File: config.mk
export PLATFORM = sky130hd
export DESIGN_NAME = reqack_initiator
export DESIGN_NICKNAME = d
export VERILOG_FILES = /design/src/rtl/reqack_initiator.sv
export SDC_FILE = /design/constraint.sdc
export NUM_CORES = 1
export LEC_CHECK = 0
export BUFFER_PORTS_ARGS = -buffer_cell sky130_fd_sc_hd__buf_2
export CORE_MARGIN = 4
export CORE_UTILIZATION = 48
export CTS_BUF_LIST = sky130_fd_sc_hd__clkbuf_8 sky130_fd_sc_hd__clkbuf_16
export DETAILED_ROUTE_END_ITERATION = 16
export PLACE_DENSITY = 0.79
export SYNTH_ARGS = -nofsm -noshare
export SYNTH_HDL_FRONTEND = slang
export SYNTH_SLANG_ARGS = --single-unit
File: constraint.sdc
create_clock -name clk_i -period 1.9 [get_ports clk_i]
set_input_delay 0.285 -clock clk_i [delete_from_list [all_inputs] [get_ports clk_i]]
set_output_delay 0.285 -clock clk_i [all_outputs]
set_load 0.02 [all_outputs]
File: src/rtl/reqack_initiator.sv
// reqack_initiator: requester end of the req/ack/done/intrpt handshake.
// Issues a single-cycle req, waits up to MAX cycles for ack, demands done
// exactly one cycle after ack, then closes every transaction with a single
// intrpt pulse (success or error). All outputs are registered.
// Optional feature: define REQACK_INIT_RETRY_EN to re-issue req on timeout
// up to RETRY_MAX times before declaring the timeout final.
module reqack_initiator #(
  parameter int MAX       = 5,
  parameter int INTR_DLY  = 1,
  parameter int CNT_W     = 8,
  parameter int RETRY_MAX = 2
) (
  input  logic             clk_i,
  input  logic             reset_n_i,
  input  logic             start_i,
  input  logic             ack_i,
  input  logic             done_i,
  output logic             req_o,
  output logic             intrpt_o,
  output logic             busy_o,
  output logic             timeout_err_o,
  output logic             proto_err_o,
  output logic [CNT_W-1:0] txn_count_o
);

  localparam int WCNT_W = (MAX < 1) ? 1 : $clog2(MAX + 1);

  localparam logic [2:0] S_IDLE      = 3'd0;
  localparam logic [2:0] S_REQ       = 3'd1;
  localparam logic [2:0] S_WAIT_ACK  = 3'd2;
  localparam logic [2:0] S_WAIT_DONE = 3'd3;
  localparam logic [2:0] S_INTR_WAIT = 3'd4;

  // Reject parameter values the handshake timing cannot honour.
  if (MAX < 1 || INTR_DLY < 0 || INTR_DLY > 2 || CNT_W < 1 || RETRY_MAX < 0) begin : g_bad_param
    $error("reqack_initiator: illegal parameter value");
  end

  logic [2:0]        state_q, state_d;
  logic [WCNT_W-1:0] wcnt_q, wcnt_d;
  logic [1:0]        dcnt_q, dcnt_d;
  logic              req_q, intrpt_q, busy_q, terr_q, perr_q;
  logic              intrpt_d, terr_d, perr_d;
  logic [CNT_W-1:0]  txn_q, txn_d;
  logic              stray_s;

`ifdef REQACK_INIT_RETRY_EN
  localparam int RCNT_W = (RETRY_MAX < 1) ? 1 : $clog2(RETRY_MAX + 1);
  logic [RCNT_W-1:0] rcnt_q, rcnt_d;
`endif

  assign stray_s = ack_i | done_i;

  // Next-state and next-output decision for the handshake FSM.
  always_comb begin
    state_d  = state_q;
    wcnt_d   = wcnt_q;
    dcnt_d   = dcnt_q;
    txn_d    = txn_q;
    intrpt_d = 1'b0;
    terr_d   = 1'b0;
    perr_d   = 1'b0;
`ifdef REQACK_INIT_RETRY_EN
    rcnt_d   = rcnt_q;
`endif
    case (state_q)
      S_IDLE: begin
`ifdef REQACK_INIT_RETRY_EN
        rcnt_d = '0;
`endif
        perr_d = stray_s;
        if (start_i) begin
          state_d = S_REQ;
        end else begin
          state_d = S_IDLE;
        end
      end
      S_REQ: begin
        perr_d  = stray_s;
        wcnt_d  = WCNT_W'(1);
        state_d = S_WAIT_ACK;
      end
      S_WAIT_ACK: begin
        if (done_i) begin
          // done before or together with ack is an early completion
          perr_d  = 1'b1;
          dcnt_d  = 2'd0;
          state_d = S_INTR_WAIT;
        end else if (ack_i) begin
          state_d = S_WAIT_DONE;
        end else if (wcnt_q == WCNT_W'(MAX)) begin
`ifdef REQACK_INIT_RETRY_EN
          if (rcnt_q < RCNT_W'(RETRY_MAX)) begin
            rcnt_d  = rcnt_q + RCNT_W'(1);
            state_d = S_REQ;
          end else begin
            terr_d  = 1'b1;
            dcnt_d  = 2'd0;
            state_d = S_INTR_WAIT;
          end
`else
          terr_d  = 1'b1;
          dcnt_d  = 2'd0;
          state_d = S_INTR_WAIT;
`endif
        end else begin
          wcnt_d = wcnt_q + WCNT_W'(1);
        end
      end
      S_WAIT_DONE: begin
        if (done_i && !ack_i) begin
          txn_d = txn_q + CNT_W'(1);
          if (INTR_DLY == 0) begin
            intrpt_d = 1'b1;
            state_d  = S_IDLE;
          end else begin
            dcnt_d  = 2'd1;
            state_d = S_INTR_WAIT;
          end
        end else begin
          // error ends spend one extra cycle so the error pulse precedes intrpt
          perr_d  = 1'b1;
          dcnt_d  = 2'd0;
          state_d = S_INTR_WAIT;
        end
      end
      S_INTR_WAIT: begin
        if (dcnt_q == 2'(INTR_DLY)) begin
          // a stray seen while launching intrpt is dropped so pulses never overlap
          intrpt_d = 1'b1;
          state_d  = S_IDLE;
        end else begin
          perr_d = stray_s;
          dcnt_d = dcnt_q + 2'd1;
        end
      end
      default: begin
        state_d = S_IDLE;
      end
    endcase
  end

  // State, counters and registered outputs; reset aborts any transaction.
  always_ff @(posedge clk_i or negedge reset_n_i) begin
    if (!reset_n_i) begin
      state_q  <= S_IDLE;
      wcnt_q   <= '0;
      dcnt_q   <= 2'd0;
      txn_q    <= '0;
      req_q    <= 1'b0;
      intrpt_q <= 1'b0;
      busy_q   <= 1'b0;
      terr_q   <= 1'b0;
      perr_q   <= 1'b0;
    end else begin
      state_q  <= state_d;
      wcnt_q   <= wcnt_d;
      dcnt_q   <= dcnt_d;
      txn_q    <= txn_d;
      req_q    <= (state_d == S_REQ);
      intrpt_q <= intrpt_d;
      busy_q   <= (state_d != S_IDLE);
      terr_q   <= terr_d;
      perr_q   <= perr_d;
    end
  end

`ifdef REQACK_INIT_RETRY_EN
  // Retry counter: number of req re-issues in the current transaction.
  always_ff @(posedge clk_i or negedge reset_n_i) begin
    if (!reset_n_i) begin
      rcnt_q <= '0;
    end else begin
      rcnt_q <= rcnt_d;
    end
  end
`endif

  assign req_o         = req_q;
  assign intrpt_o      = intrpt_q;
  assign busy_o        = busy_q;
  assign timeout_err_o = terr_q;
  assign proto_err_o   = perr_q;
  assign txn_count_o   = txn_q;

endmodule

==> Yosys cells after proc, flatten, opt, wreduce, memory -nomap -nowiden <==
Index checks and enable logic that the tools add are counted.
{ "classes": {"add_sub_neg": 3, "eq_ne": 13, "n_mux": 26, "bitwise_logic": 1, "reduce_logical": 10} }
{ "ops": {"columns": ["op", "n"], "rows": [
  ["3-bit 2-to-1 mux", 7],
  ["3-bit one-hot mux with 5 select lines", 1],
  ["1-bit 2-to-1 mux", 11],
  ["8-bit by 1-bit adder with 8-bit output (second input constant)", 1],
  ["2-bit 2-to-1 mux", 4],
  ["2-bit != test (second input constant)", 4],
  ["4-bit AND reduction", 2],
  ["3-bit by 1-bit equality test with 1-bit output (second input constant)", 2],
  ["3-bit by 2-bit equality test with 1-bit output (second input constant)", 2],
  ["3-bit equality test (second input constant)", 2],
  ["3-bit != test (second input constant)", 2],
  ["2-bit one-hot mux with 3 select lines", 1],
  ["3-bit one-hot mux with 2 select lines", 1],
  ["3-bit nonzero test", 2],
  ["1-bit one-hot mux with 4 select lines", 1],
  ["3-bit by 1-bit adder with 3-bit output (second input constant)", 1],
  ["3-bit logical NOT", 1],
  ["2-bit by 1-bit adder with 2-bit output (second input constant)", 1],
  ["2-bit by 1-bit equality test with 1-bit output (second input constant)", 1],
  ["2-bit AND reduction", 1],
  ["2-bit nonzero test", 1],
  ["2-bit OR reduction", 1],
  ["1-bit logical AND", 1],
  ["1-bit logical NOT", 1],
  ["1-bit OR", 1]
]} }
{ "word_totals": {"register_bits": 21, "inputBits": 5, "output_inout_bits": 13, "word_cells": 62} }

==> Longest topological paths before layout <==
Gate-level depths: netlist (run 1).
{ "depth": {"depth_word": 6, "mapped_depth": 6, "mapped_depth_nobuf": 6} }

==> Worst setup path after synthesis (run 1) <==
Ideal clock, no wire load.
{ "synth_path": {"path_type": "flip-flop to flip-flop", "from": "reg wcnt_q[1]", "to": "reg dcnt_q[0]", "setup_ps": 125, "t_arrival_ps": 1427, "required_ps": 1775, "setup_slack_ps": 349, "path_stages_with_launch": 7, "n_path_buf": 0, "synth_period_minus_slack_ps": 1551, "cell_sequence": "dfrtp_1 -> inv_1 -> ha_1 -> nand2_1 -> o21ba_2 -> o221ai_2 -> mux2_2"} }
{ "synth_between": {"elab_chain_cells": 3} }
{ "synth_lines": {"columns": ["item", "line_no", "rtl"], "rows": [
  ["from (decl)", "40", "logic [WCNT_W-1:0] wcnt_q, wcnt_d;"],
  ["from (signal assigned)", "157", "wcnt_q <= wcnt_d;"],
  ["3-bit equality test", "91", "end else if (wcnt_q == WCNT_W'(MAX)) begin"],
  ["3-bit != test (no line)", null, null],
  ["4-bit AND reduction (no line)", null, null],
  ["to (signal assigned)", "158", "dcnt_q <= dcnt_d;"],
  ["to (decl)", "41", "logic [1:0] dcnt_q, dcnt_d;"]
]} }
Every way passes these cells.
A chain may end at the register's enable or synchronous reset.

==> Worst setup path after layout (run 1) <==
Ends and elaborated chain as after synthesis.

==> results of run 1 <==
## repair_timing
item | 4_1_cts | 5_1_grt
endpoints found under the setup margin | 0 | 0
hold buffers | 1 | 0
setup buffers | 0 | 0
endpoints found under the hold margin | 21 | 0
## worst max-delay path, stage by stage, from the launching register on
cell	delay, ns
dfrtp_1	0.41
inv_1	0.07
ha_1	0.15
nand2_1	0.12
o21ba_2	0.23
o221ai_2	0.22
mux2_2	0.36
## registers in the layout, summed over array words and instances, names as in the netlist
register and count:
timeout_err_o 1, dcnt_q 2, proto_err_o 1, intrpt_o 1, wcnt_q 3, state_q 3
busy_o 1, req_o 1, txn_count_o 8
## stage by stage
stage,std cells,area (sq um)
after global routing,143,1230
final,143,1230
after detailed placement,138,1180
after global placement,138,1180
after floorplan,97,1080
after CTS,143,1230
## cells by family (layout without fill, tap and decap cells)
family          count (synthesis)  in the layout  share of synthesized area [%]
simple gates                   35             35                           20.0
buf+inv                         9             28                           4.62
xor+xnor                        7              7                           5.66
flops                          21             21                           48.6
fa+ha+maj                       4              4                           4.62
mux                             3              3                           3.12
compound gates                 18             18                           13.4
## layout by cell type, fill, tap and decap left out, drive strengths merged, types with 2 or more instances in the layout
cell type  instances
ha                 4
o21ai              3
clkbuf             3
nor2               8
nor4               3
dfrtp             21
nand2b             2
a21oi              3
inv                5
buf               18
o22ai              3
xnor2              6
and3               2
mux2               3
nand2              8
nand3              4
nand4              2
## layer usage
metal / wire [um] / global-route usage (%)
met3: 81 / 3.26
met1: 883 / 17.5
met2: 949 / 22.8
met5: 0 / 0
met4: 10 / 3.47
## final cells by class
| type | count | area share [%] |
|---|---|---|
| Sequential cell | 21 | 42.6 |
| Multi-Input combinational cell | 67 | 41.1 |
| Timing Repair Buffer | 19 | 8.32 |
| Clock buffer | 3 | 3.35 |
| Tap cell | 27 | 2.74 |
| Inverter | 5 | 1.52 |
| Clock inverter | 1 | 0.406 |
## synth_stat cells (all sizes together) (2+ instances only)
cell type,number
dfrtp,21
nand2,8
nor2,8
xnor2,6
inv,5
ha,4
nand3,4
a21oi,3
buf,3
mux2,3
nor4,3
o21ai,3
o22ai,3
and3,2
nand2b,2
nand4,2
## where the power goes
group	switching [W]	leakage (nW)	internal, W
registers	0.000161	0.276	0.000553
logic	0.000289	0.298	0.000248
clock network	0.000146	0.0255	0.000146
total	0.000597	0.600	0.000947
## path summary, 6_finish.rpt
| check | cells past startpoint | end | from |
|---|---|---|---|
| worst max-delay path | 6 | dcnt_q[0]$_DFFE_PN0P_ | wcnt_q[1]$_DFFE_PN0P_ |
| worst min-delay path | 3 | req_o$_DFF_PN0_ | start_i |
| worst max register to register | 6 | dcnt_q[0]$_DFFE_PN0P_ | wcnt_q[1]$_DFFE_PN0P_ |
| worst min register to register | 1 | txn_count_o[7]$_DFFE_PN0P_ | txn_count_o[7]$_DFFE_PN0P_ |
| max in group asynchronous | 2 | intrpt_o$_DFF_PN0_ | reset_n_i |
| min in group asynchronous | 2 | dcnt_q[1]$_DFFE_PN0P_ | reset_n_i |
==> impl_metrics.env, run 1 <==
export IMPL_clk_latency_ns=0.25
export IMPL_clockRootBuffer="clkbuf_8"
export IMPL_holdCritPathClass="input pin to register"
export IMPL_synth_async_reset_ratio_pct=100
export IMPL_grt_first_pass_wirelength_um=3420
export IMPL_rows=16
export IMPL_drtPass1Iterations=3
export IMPL_place_ws_ns=0.236
export IMPL_fmax_mhz=601
export IMPL_antenna_found_initial=0
export IMPL_crit_type="register to register"
export IMPL_htreeDepth=1
export IMPL_relSlewSlack_pct=68.9
export IMPL_clock_sinks=21
export IMPL_final_hold_violation_count=0
export IMPL_io_pin_count=18
export IMPL_status="completed"
export IMPL_dieArea_sq_um=3080
export IMPL_startpoint_type="register"
export IMPL_place_congestion=0.838
export IMPL_yosysSeqAreaShare_pct=48.6
export IMPL_vias=767
export IMPL_grt_use_total_pct=13.6
export IMPL_antenna_cells=0
export IMPL_required_ns=2.05
export IMPL_cts_buffers=3
export IMPL_finalSetupTns_ns=0
export IMPL_ys_warn_count=0
export IMPL_yosys_area_top_type_share_pct=48.6
export IMPL_routed_via_density=5.36
export IMPL_start_util_pct=53.0
export IMPL_maxCapViolCount=0
export IMPL_multi_input_area_sq_um=507
export IMPL_n_fill_cell=189
export IMPL_skew_ns=0.00105
export IMPL_die_width_um=55.5
export IMPL_synthToLayoutAreaGrowth_pct=14.0
export IMPL_arrival_ns=1.81
export IMPL_setup_viol=0
export IMPL_ant_nets=0
export IMPL_routedWlPerCell_um=13.5
export IMPL_io_buffer_count=17
export IMPL_timing_hold_ws_ns=0.272
export IMPL_worst_pin_slew_ns=0.466
export IMPL_synth_cells=97
export IMPL_fin_util_pct=60.4
export IMPL_reg2reg_slack_ns=0.24
export IMPL_rsz0062_at_grt="false"
export IMPL_clock_path_buffers=2
export IMPL_seq_area_sq_um=526
export IMPL_drt_iter0_drc=8
export IMPL_synth_nets=106
export IMPL_fin_crit_ns=1.66
export IMPL_remaining_drc_errors=0
export IMPL_finalCritPeriodShare_pct=87.6
export IMPL_routed_wl_um=1930
export IMPL_yosys_area_top_type="dfrtp_1"
export IMPL_synth_edf_count=0
export IMPL_first_global_vias=780
export IMPL_cp_max_fo=3
export IMPL_ir_worst_vdd_mv=0.556
export IMPL_setup_ws_ns=0.237
export IMPL_slew_violations=0
export IMPL_cp_end_kind="register"
export IMPL_drive_gt1_share_pct=29.3
export IMPL_synth_area_per_cell_sq_um=11.2
export IMPL_ys_ff_latch=21
export IMPL_tritoncts="done"
export IMPL_clk_transition_reported_paths_ns=0.08
export IMPL_fp_dieH_um=55.5
export IMPL_synth_cell_area_sq_um=1080
export IMPL_overflow=0
export IMPL_ys_types=38
export IMPL_leakagePower_nw=0.600
export IMPL_cts_resized=0
export IMPL_nNetsFinal=126
export IMPL_p_per_area_nw_per_um2=1250
export IMPL_synthTopCellsByArea="dfrtp_1 (49%), xnor2_1 (4.9%), ha_1 (4.6%), mux2_2 (3.1%), nand2_1 (2.8%)"
export IMPL_grt_start_max_net_pins=22
export IMPL_placeableCoreArea_sq_um=2040
export IMPL_total_power_w=0.00154
export IMPL_ys_dominant_reg_cell="dfrtp_1"
export IMPL_dp_final_hpwl_um=1380
No activity file was read; power rests on OpenSTA's default activity.
==> inputs of run 2 (changes only) <==
--- a/config.mk
+++ b/config.mk
@@ -7,10 +7,10 @@
 export LEC_CHECK = 0
 export BUFFER_PORTS_ARGS = -buffer_cell sky130_fd_sc_hd__buf_2
 export CORE_MARGIN = 4
-export CORE_UTILIZATION = 48
+export CORE_UTILIZATION = 40
 export CTS_BUF_LIST = sky130_fd_sc_hd__clkbuf_8 sky130_fd_sc_hd__clkbuf_16
 export DETAILED_ROUTE_END_ITERATION = 16
-export PLACE_DENSITY = 0.79
+export PLACE_DENSITY_LB_ADDON = 0.3
 export SYNTH_ARGS = -nofsm -noshare
 export SYNTH_HDL_FRONTEND = slang
 export SYNTH_SLANG_ARGS = --single-unit
==> impl_metrics.env, run 2 (synthesis results as in run 1) <==
export IMPL_status="completed"
export IMPL_clockRootBuffer="clkbuf_8"
export IMPL_startpoint_type="register"
export IMPL_largest_register_ffs=8
export IMPL_overflow=0
export IMPL_n_fill_cell=241
export IMPL_holdCritPathClass="input pin to register"
export IMPL_skew_ns=0.00299
export IMPL_fin_crit_ns=1.65
export IMPL_grt_use_met2_pct=19.1
export IMPL_timing_rr_start="wcnt_q[1]$_DFFE_PN0P_"
export IMPL_worst_pin_slew_ns=0.471
export IMPL_drive_gt1_share_pct=29.3
export IMPL_placeableCoreArea_sq_um=2520
export IMPL_fmax_mhz=608
export IMPL_setup_ws_ns=0.255
export IMPL_vias=787
export IMPL_first_global_vias=759
export IMPL_ir_worst_vdd_mv=0.599
export IMPL_dp_final_hpwl_um=1430
export IMPL_arrival_ns=1.79
export IMPL_htreeDepth=1
export IMPL_leakagePower_nw=0.600
export IMPL_seq_area_sq_um=526
export IMPL_min_from="start_i"
export IMPL_p_per_area_nw_per_um2=1240
export IMPL_reg2reg_slack_ns=0.25
export IMPL_nNetsFinal=126
export IMPL_fin_util_pct=49.1
export IMPL_dieArea_sq_um=3600
export IMPL_slew_violations=0
export IMPL_drt_iter0_drc=26
export IMPL_clk_transition_reported_paths_ns=0.08
export IMPL_ant_nets=0
export IMPL_required_ns=2.04
export IMPL_antenna_found_initial=0
export IMPL_drtPass1Iterations=4
export IMPL_maxCapViolCount=0
export IMPL_gr_usage_met1_pct=15.7
export IMPL_place_congestion=0.787
export IMPL_remaining_drc_errors=0
export IMPL_cts_buffers=3
export IMPL_io_buffer_count=17
export IMPL_finalSetupTns_ns=0
export IMPL_whs_endpoint="req_o$_DFF_PN0_"
export IMPL_grt_use_total_pct=11.9
export IMPL_finalCritPeriodShare_pct=86.6
export IMPL_tritoncts="done"
export IMPL_clk_latency_ns=0.25
export IMPL_final_hold_violation_count=0
export IMPL_cts_hold_buf=1
export IMPL_multi_input_area_sq_um=507
export IMPL_routedWlPerCell_um=13.0
export IMPL_routed_wl_um=1900
export IMPL_rsz0062_at_grt="false"
export IMPL_clock_sinks=21
export IMPL_post_cts_buffers=0
export IMPL_setup_viol=0
export IMPL_die_width_um=60.0
export IMPL_synthToLayoutAreaGrowth_pct=14.3
export IMPL_clock_path_buffers=2
export IMPL_cp_max_fo=3
export IMPL_layout_commonest_cell="dfrtp_1"
export IMPL_start_util_pct=42.9
export IMPL_cp_end_kind="register"
export IMPL_grt_busiest_layer="met2"
export IMPL_total_power_w=0.00153
export IMPL_met3_usage_pct=2.59
export IMPL_fp_dieH_um=60.0
export IMPL_layout_common_cells="dfrtp_1 (21), buf_2 (17), nand2_1 (8)"
export IMPL_reg2reg_depth=6
export IMPL_grt_first_pass_wirelength_um=3260
export IMPL_io_pin_count=18
export IMPL_rr_endpoint="dcnt_q[1]$_DFFE_PN0P_"
export IMPL_timing_hold_ws_ns=0.280
export IMPL_rows=18
export IMPL_crit_type="register to register"
export IMPL_antenna_cells=0
export IMPL_grt_start_max_net_pins=22
export IMPL_hold_depth=3
export IMPL_cts_resized=0
export IMPL_relSlewSlack_pct=68.6
export IMPL_place_ws_ns=0.250
export IMPL_routed_via_density=5.39
==> run 2: cell counts in the layout (fill, tap and decap cells not counted) <==
No cell type changed its count.
==> run 2: worst max-delay path by stage <==
stage,startpoint,endpoint,slack (ns)
6_report,wcnt_q[1]$_DFFE_PN0P_,dcnt_q[1]$_DFFE_PN0P_,0.25
5_1_grt,wcnt_q[1]$_DFFE_PN0P_,dcnt_q[0]$_DFFE_PN0P_,0.15
4_1_cts,wcnt_q[1]$_DFFE_PN0P_,dcnt_q[0]$_DFFE_PN0P_,0.24
3_5_place_dp,wcnt_q[1]$_DFFE_PN0P_,dcnt_q[1]$_DFFE_PN0P_,0.25
3_3_place_gp,wcnt_q[1]$_DFFE_PN0P_,dcnt_q[1]$_DFFE_PN0P_,0.31
2_1_floorplan,wcnt_q[1]$_DFFE_PN0P_,dcnt_q[0]$_DFFE_PN0P_,0.35
==> run 2: where the power goes <==
group,leakage [nW],total (W),switching (W),internal [W]
sequential,0.276,0.000715,0.000162,0.000553
combinational,0.298,0.000529,0.000283,0.000246
clock,0.0255,0.000285,0.000139,0.000146
total,0.600,0.00153,0.000584,0.000945
==> run 2: worst max-delay path, stage by stage, from the launching register on <==
cell      delay [ns]
dfrtp_1         0.40
inv_1           0.06
ha_1            0.14
nand2_1         0.12
o21ba_2         0.24
o221ai_2        0.21
mux2_2          0.36
==> run 2: layout make-up <==
type	count	area share, %
Timing Repair Buffer	19	8.29
Sequential cell	21	42.5
Clock buffer	3	3.34
Multi-Input combinational cell	67	41.0
Tap cell	30	3.03
Inverter	5	1.52
Clock inverter	1	0.404
==> run 2: layer usage <==
layer | vias up | wire [um]
li1 | 380 | -
met1 | 394 | 878
met2 | 13 | 946
met3 | 0 | 75
met4 | 0 | 0
met5 | - | 0
==> run 2: through the flow <==
stage          cells  area [sq um]
2_1_floorplan     97          1080
3_3_place_gp     141          1180
3_5_place_dp     141          1180
4_1_cts          146          1240
5_1_grt          146          1240
6_report         146          1240
